$ cat config.mk
export PLATFORM = sky130hd
export DESIGN_NAME = mvma_stream
export DESIGN_NICKNAME = d
export VERILOG_FILES = /design/src/rtl/mvma_stream.sv
export SDC_FILE = /design/constraint.sdc
export NUM_CORES = 1
export LEC_CHECK = 0
export CAP_MARGIN = 20
export CORE_MARGIN = 3
export CORE_UTILIZATION = 65
export DETAILED_ROUTE_END_ITERATION = 12
export GPL_TIMING_DRIVEN = 0
export PLACE_DENSITY = 0.84
export SKIP_LAST_GASP = 1
export SLEW_MARGIN = 20
export SYNTH_ARGS = -nofsm -noshare
export SYNTH_HDL_FRONTEND = slang
export SYNTH_SLANG_ARGS = --single-unit
$ cat constraint.sdc
create_clock -name clk -period 7.5 [get_ports clk]
set_input_delay 1.875 -clock clk [delete_from_list [all_inputs] [get_ports clk]]
set_output_delay 1.875 -clock clk [all_outputs]
set_load 0.02 [all_outputs]
$ cat src/rtl/mvma_stream.sv
// Streaming y = W*x + b engine for a KxK signed matrix. Loads W, b and x into sync-read RAMs, then evaluates one row per output beat.
// Row result appears K+2 cycles after the last x accept (or the previous row accept); s_ready low outside the load phases.
module mvma_stream #(
  parameter int K   = 3,
  parameter int IW  = 8,
  parameter int OW  = 16,
  parameter int SAT = 0
) (
  input  logic          clk,
  input  logic          reset,
  input  logic          s_valid,
  output logic          s_ready,
  input  logic [IW-1:0] data_in,
  input  logic          keep_w,
  output logic          m_valid,
  input  logic          m_ready,
  output logic [OW-1:0] data_out,
  output logic          overflow
);

  localparam int WAW = $clog2(K*K);
  localparam int XAW = $clog2(K);
  localparam int CW  = $clog2(K*K+2);
  localparam logic signed [OW-1:0] SMAX = {1'b0, {(OW-1){1'b1}}};
  localparam logic signed [OW-1:0] SMIN = {1'b1, {(OW-1){1'b0}}};

  typedef enum logic [2:0] {LOAD_W, LOAD_B, LOAD_X, COMPUTE, OUTPUT} state_t;

  state_t                state;
  logic [CW-1:0]         cnt;
  logic [XAW-1:0]        row;
  logic                  w_loaded;
  logic signed [OW-1:0]  acc;
  logic                  ovf_acc;

  logic signed [IW-1:0]  w_mem [K*K];
  logic signed [IW-1:0]  b_mem [K];
  logic signed [IW-1:0]  x_mem [K];
  logic signed [IW-1:0]  w_rd, b_rd, x_rd;

  logic                  accept;
  logic [XAW-1:0]        rd_j;
  logic [WAW-1:0]        w_raddr;
  logic                  first;
  logic signed [2*IW-1:0] prod;
  logic signed [OW-1:0]  term, base, sum, acc_next;
  logic                  ovf_base, add_ovf, ovf_next;

  assign accept = s_valid && s_ready;

  always_comb begin
    rd_j    = (cnt < CW'(K)) ? XAW'(cnt) : '0;
    w_raddr = WAW'(row) * WAW'(K) + WAW'(rd_j);
  end

  // RAMs carry no reset: W and b survive reset, only w_loaded says whether they are usable.
  always_ff @(posedge clk) begin
    if (accept && state == LOAD_W) w_mem[WAW'(cnt)] <= data_in;
    if (accept && state == LOAD_B) b_mem[XAW'(cnt)] <= data_in;
    if (accept && state == LOAD_X) x_mem[XAW'(cnt)] <= data_in;
    w_rd <= w_mem[w_raddr];
    b_rd <= b_mem[row];
    x_rd <= x_mem[rd_j];
  end

  // One term per cycle; the first term seeds the accumulator with b[row].
  always_comb begin
    first    = (cnt == CW'(1));
    prod     = (2*IW)'(w_rd) * (2*IW)'(x_rd);
    term     = OW'(prod);
    base     = first ? OW'(b_rd) : acc;
    ovf_base = first ? 1'b0 : ovf_acc;
    sum      = base + term;
    add_ovf  = (base[OW-1] == term[OW-1]) && (sum[OW-1] != base[OW-1]);
    acc_next = sum;
    ovf_next = ovf_base | add_ovf;
    if (SAT != 0) begin
      if (ovf_base) begin
        acc_next = base;
        ovf_next = 1'b1;
      end else if (add_ovf) begin
        acc_next = base[OW-1] ? SMIN : SMAX;
      end
    end
  end

  always_ff @(posedge clk or posedge reset) begin
    if (reset) begin
      state    <= LOAD_W;
      cnt      <= '0;
      row      <= '0;
      w_loaded <= 1'b0;
      s_ready  <= 1'b0;
      m_valid  <= 1'b0;
      data_out <= '0;
      overflow <= 1'b0;
      acc      <= '0;
      ovf_acc  <= 1'b0;
    end else begin
      case (state)
        LOAD_W: begin
          s_ready <= 1'b1;
          if (accept) begin
            if (cnt == CW'(K*K-1)) begin
              cnt   <= '0;
              state <= LOAD_B;
            end else begin
              cnt <= cnt + CW'(1);
            end
          end
        end
        LOAD_B: begin
          if (accept) begin
            if (cnt == CW'(K-1)) begin
              cnt      <= '0;
              w_loaded <= 1'b1;
              state    <= LOAD_X;
            end else begin
              cnt <= cnt + CW'(1);
            end
          end
        end
        LOAD_X: begin
          if (accept) begin
            if (cnt == CW'(K-1)) begin
              cnt     <= '0;
              s_ready <= 1'b0;
              state   <= COMPUTE;
            end else begin
              cnt <= cnt + CW'(1);
            end
          end
        end
        COMPUTE: begin
          // cnt 0 issues the first read, 1..K accumulate, K+1 publishes the row.
          if (cnt != '0 && cnt <= CW'(K)) begin
            acc     <= acc_next;
            ovf_acc <= ovf_next;
          end
          if (cnt == CW'(K+1)) begin
            cnt      <= '0;
            data_out <= acc;
            overflow <= ovf_acc;
            m_valid  <= 1'b1;
            state    <= OUTPUT;
          end else begin
            cnt <= cnt + CW'(1);
          end
        end
        OUTPUT: begin
          if (m_ready) begin
            m_valid <= 1'b0;
            if (row == XAW'(K-1)) begin
              row     <= '0;
              s_ready <= 1'b1;
              state   <= (keep_w && w_loaded) ? LOAD_X : LOAD_W;
            end else begin
              row   <= row + XAW'(1);
              state <= COMPUTE;
            end
          end
        end
        default: state <= LOAD_W;
      endcase
    end
  end

endmodule
== Word level (Yosys, flattened, before mapping) ==
Memories as Yosys holds them, arrays and structs flattened. A register that Yosys moved wholly into a read port is not among the register bits.
Index checks and enable logic that the tools add are counted.
Widths: inputs -> output; s select.

* Register bits: 46
* RAM bits: 120
* Input port bits: 13
* Output and inout bits: 19
* Memories kept: 3

{| class="wikitable"
|+ Memory list
! memory !! depth !! bits a word !! rd ports !! clocked after memory_dff !! wr ports !! line !! source
|-
| w_mem || 9 || 8 || 1 || 1 || 1 || 36 || <nowiki>logic signed [IW-1:0] w_mem [K*K];</nowiki>
|-
| b_mem || 3 || 8 || 1 || 1 || 1 || 37 || <nowiki>logic signed [IW-1:0] b_mem [K];</nowiki>
|-
| x_mem || 3 || 8 || 1 || 1 || 1 || 38 || <nowiki>logic signed [IW-1:0] x_mem [K];</nowiki>
|}

* Add/subtract/negate cells: 4
* $mul: 2
* $lt $le $gt $ge: 2
* Equal/unequal tests: 21
* Muxes and demuxes: 35
* Bitwise gates (word level): 1
* Reductions and logical operators: 21

{| class="wikitable"
|+ Operators with widths
! cell !! number
|-
| $mux 3 || 8
|-
| $mux 4 || 5
|-
| $add 16x16->16 || 1
|-
| $mul 8x8->16 || 1
|-
| $mux 16 || 1
|-
| $pmux 3 s5 || 1
|-
| $mux 1 || 13
|-
| $ne 2x2->1 const B || 6
|-
| $pmux 4 s3 || 1
|-
| $reduce_and 3->1 || 3
|-
| $mux 2 || 4
|-
| $ne 2x1->1 const B || 4
|-
| $reduce_and 8->1 || 1
|-
| $logic_and 1x1->1 || 7
|-
| $eq 3x2->1 const B || 2
|-
| $reduce_and 2->1 || 3
|-
| $reduce_bool 3->1 || 2
|-
| $reduce_and 5->1 || 1
|-
| $add 4x1->4 const B || 1
|-
| $add 4x2->4 || 1
|-
| $eq 4x1->1 const B || 1
|-
| $eq 4x2->1 const B || 1
|-
| $eq 4x3->1 const B || 1
|-
| $eq 4x4->1 const B || 1
|-
| other kinds (16) || 16
|}

== Longest topological paths before layout ==
* Depth in word-level cells: 6
* Mapped depth: 24

== Least setup slack after synthesis ==
No wires, ideal clock.

* Path type: flip-flop to flip-flop
* Start point: register x_rd[2], read port of x_mem
* End point: register ovf_acc
* Setup time: 76 ps
* Arrival: 5076 ps
* Setup slack: 2347 ps
* Cell stages (with the launch flop): 24
* Clock period less this slack: 5153 ps
* Path through: dfxtp_1 and2_1 fa_1 inv_1 fa_1 inv_1 fa_1 inv_1 fa_1 inv_1 ha_1 a21oi_1 o21bai_1 a21oi_2 o21ai_1 or4_1 nand4_1 ha_1 nor2_1 and3_1 a221oi_2 and2_1 mux2i_1 o21ai_1

* Longest elaborated chain between the ends: 5
* Elaborated cells between the ends (all ways): 6

{| class="wikitable"
|+ Ends and longest elaborated chain
! item !! line !! source
|-
| from (decl) || 39 || <nowiki>logic signed [IW-1:0] w_rd, b_rd, x_rd;</nowiki>
|-
| $mul 8x8->16 * || 69 || <nowiki>prod = (2*IW)'(w_rd) * (2*IW)'(x_rd);</nowiki>
|-
| $add 16x16->16 || 73 || <nowiki>sum = base + term;</nowiki>
|-
| $ne 1x1->1 || 74 || <nowiki>add_ovf = (base[OW-1] == term[OW-1]) && (sum[OW-1] != base[OW-1]);</nowiki>
|-
| $logic_and 1x1->1 * || 74 ||
|-
| $or 1x1->1 * || 76 || <nowiki>ovf_next = ovf_base | add_ovf;</nowiki>
|-
| to (signal assigned) || 138 || <nowiki>ovf_acc <= ovf_next;</nowiki>
|-
| to (decl) || 34 || <nowiki>logic ovf_acc;</nowiki>
|}

Mark *: on every way between the ends. The rest lies on a longest branch, timed or not.
A chain may end at the register's enable or synchronous reset.

== Final worst setup path ==
Ends and elaborated chain as after synthesis.

==> flow_summary.json <==
{
  "cts_root_buf": "clkbuf_16",
  "worstMarginPinSlew_ps": 866,
  "r2r_end": "ovf_acc$_DFFE_PP0P_",
  "synthFlopType": "edfxtp_1",
  "hold-path-cell-count": 2,
  "setup-violations-final": 0,
  "synth_compound_area_share_pct": 7.63,
  "cts_htree_levels": 4,
  "hpwl_um": 15100,
  "drv_cap": 0,
  "gr-usage-all-layers_pct": 24.5,
  "cts_resized": 0,
  "synthMuxAreaShare_pct": 8.48,
  "hold_start": "x_mem[2][4]$_DFFE_PP_",
  "grt_max_degree": 38,
  "drv_slew": 0,
  "grt_pass1_wl_um": 34100,
  "avgSynthCellArea_um2": 12.4,
  "num_rows": 45,
  "drt_iter0_drc": 351,
  "clkSinkCount": 190,
  "synth_nets": 974,
  "drive_gt1_share_pct": 10.2,
  "grt_antenna_before_repair": 0,
  "wl_per_cell_um": 18.2,
  "vias_per_cell": 5.84,
  "postCtsSetupRepairBufs": 0,
  "netlist_area_mm2": 0.0105,
  "skew_ps": 8.09,
  "hp-class": "reg2reg",
  "cp.required_ps": 7800,
  "status": "completed",
  "final_nets": 1025,
  "crit_path_max_fanout": 8,
  "diodes": 0,
  "hold_buffers": 0,
  "synth_top_area_share_pct": 34.3,
  "utilization_pct": 75.4,
  "synth_fa_ha_area_share_pct": 17.3,
  "relSlewSlack_pct": 42.2,
  "gp_congestion": 0.924,
  "async_flop_share_pct": 24.2,
  "synth_commonest_cells": "120 x edfxtp_1, 97 x inv_1, 82 x nand2_1",
  "vias": 6572,
  "ys_seq_area_share_pct": 49.8,
  "yosysTopAreaCell": "edfxtp_1",
  "post-route-drc-count": 0,
  "holdPathEnd": "x_rd[4]$_DFF_P_",
  "r2r_slack_ps": 1710,
  "die_y_um": 133,
  "tritoncts": "done",
  "finalCriticalPeriod_ps": 5790,
  "final_hold_viol_count": 0,
  "criticalPathCategory": "reg2reg",
  "core_mm2": 0.0155,
  "die_x_um": 133,
  "routed_wl_um": 20500,
  "r2r_cells": 23,
  "clock.fmax_mhz": 173,
  "netlist_instances": 850,
  "cp-start-kind": "register",
  "clk_latency_ps": 430,
  "synthDistinctLibCells": 60,
  "cts.path.max_buffers": 2,
  "synth_top_family_by_area": "adder cells",
  "area_delta_synth_final_pct": 11.3,
  "endpoint_kind": "register",
  "die-area_mm2": 0.0177,
  "setup-tns-final_ps": 0,
  "synth.most_common_cell": "edfxtp_1",
  "reg2reg_from": "x_rd[2]$_DFF_P_",
  "yosys.area_share.xor_xnor_pct": 2.45,
  "min_period_over_period_pct": 77.2,
  "ys_warn_count": 0,
  "synth.area.top_cells": "edfxtp_1 34%, fa_1 11%, dfrtp_1 11%",
  "numCtsBuffers": 17,
  "start_util_pct": 67.7,
  "cts.clk_slew.worst_paths_ps": 70,
  "grt_pass1_vias": 6812,
  "grt_overflow": 0,
  "rsz0062_at_grt": "false",
  "num_io_pins": 32,
  "first_pass_iters": 5,
  "ys_seq_elements": 190,
  "arrival_ps": 6080,
  "synth-simple-area-share_pct": 9.93,
  "fill_cells": 977,
  "port_buffers": 31,
  "detail-route-antenna-nets": 0,
  "synth_edf_count": 120
}
how the worst max path moves through the flow:
| stage | startpoint | slack, ps | cells past startpoint | to |
|---|---|---|---|---|
| detailed placement | x_rd[2]$_DFF_P_ | 1710 | 23 | ovf_acc$_DFFE_PP0P_ |
| floorplan | x_rd[2]$_DFF_P_ | 2350 | 23 | ovf_acc$_DFFE_PP0P_ |
| CTS | x_rd[2]$_DFF_P_ | 1700 | 23 | ovf_acc$_DFFE_PP0P_ |
| global route | x_rd[2]$_DFF_P_ | 1340 | 23 | ovf_acc$_DFFE_PP0P_ |
| global placement | x_rd[2]$_DFF_P_ | 1840 | 23 | ovf_acc$_DFFE_PP0P_ |
| finish | x_rd[2]$_DFF_P_ | 1710 | 23 | ovf_acc$_DFFE_PP0P_ |
cells by family after synthesis:
group	count (synthesis)
fa+ha+maj	111
buf+inv	119
mux	66
flops	190
simple gates	207
xor+xnor	27
compound gates	130
registers in the layout, summed over array words and instances, names as in the netlist:
signal / count
w_loaded: 1
ovf_acc: 1
overflow: 1
acc: 16
x_mem: 24
state: 3
cnt: 4
m_valid: 1
data_out: 16
x_rd: 8
w_mem: 72
b_mem: 24
w_rd: 8
b_rd: 8
row: 2
s_ready: 1
cell usage in the layout (no fill, tap or decap), types with 6 or more instances in the layout:
master | netlist | final
clkbuf_1 | 12 | 13
mux2i_1 | 25 | 25
dfrtp_1 | 46 | 46
nand2b_1 | 7 | 7
and2_1 | 57 | 57
a21oi_1 | 16 | 16
ha_1 | 53 | 53
clkbuf_16 | 0 | 17
a21o_1 | 12 | 12
o21ai_0 | 47 | 47
o31ai_1 | 7 | 7
buf_2 | 6 | 6
o21a_1 | 6 | 6
inv_1 | 97 | 96
inv_6 | 0 | 6
xor2_1 | 10 | 10
clkdlybuf4s50_1 | 0 | 31
xnor2_1 | 15 | 15
dfxtp_1 | 24 | 24
edfxtp_1 | 120 | 120
fa_1 | 58 | 58
mux2_2 | 25 | 25
nor2_1 | 17 | 17
nor3_1 | 15 | 15
mux4_2 | 16 | 16
nand2_1 | 82 | 82
o21ai_1 | 15 | 15
worst max-delay path, cell delays in order (launching register included):
cell	delay, ps
dfxtp_1	400
and2_1	220
fa_1	540
inv_1	60
fa_1	540
inv_1	60
fa_1	490
inv_1	60
fa_1	520
inv_1	40
ha_1	320
a21oi_1	230
o21bai_1	110
a21oi_2	180
o21ai_1	140
xor2_1	190
ha_1	350
o21ai_0	130
a22oi_1	210
nand2_1	100
a221oi_2	320
nor2_1	80
mux2i_1	270
o21ai_1	110
cell type report:
type                    count  area (µm²)  share of cell area [%]
repair buffers             32         330                    2.82
clock buffers              18         429                    3.66
inverters                  97         364                    3.11
well taps                 211         264                    2.25
flip-flops and latches    190        5240                    44.7
plain buffers              22        97.6                   0.833
multi-input cells         541        4820                    41.2
clock inverters            14         169                    1.44
layer usage:
| metal | wire length, µm | part of all wire, % | global-route usage (%) |
|---|---|---|---|
| met1 | 8460 | 41 | 31.4 |
| met2 | 10600 | 51 | 42.5 |
| met3 | 983 | 4.8 | 4.61 |
| met4 | 507 | 2.5 | 8.40 |
| met5 | 0 | 0 | 0 |
through the flow:
stage | setup WS [ps] | std cells | area, µm² | hold WS, ps
2_1_floorplan | 2350 | 850 | 10500 | 418
3_3_place_gp | 1840 | 1092 | 11100 | 431
3_5_place_dp | 1710 | 1093 | 11100 | 439
4_1_cts | 1700 | 1125 | 11700 | 451
5_1_grt | 1340 | 1125 | 11700 | 460
6_report | 1710 | 1125 | 11700 | 450
Power is left out: the tool's default activity adds up to more than one toggle a clock period on the data nets, which glitch-free logic cannot reach.
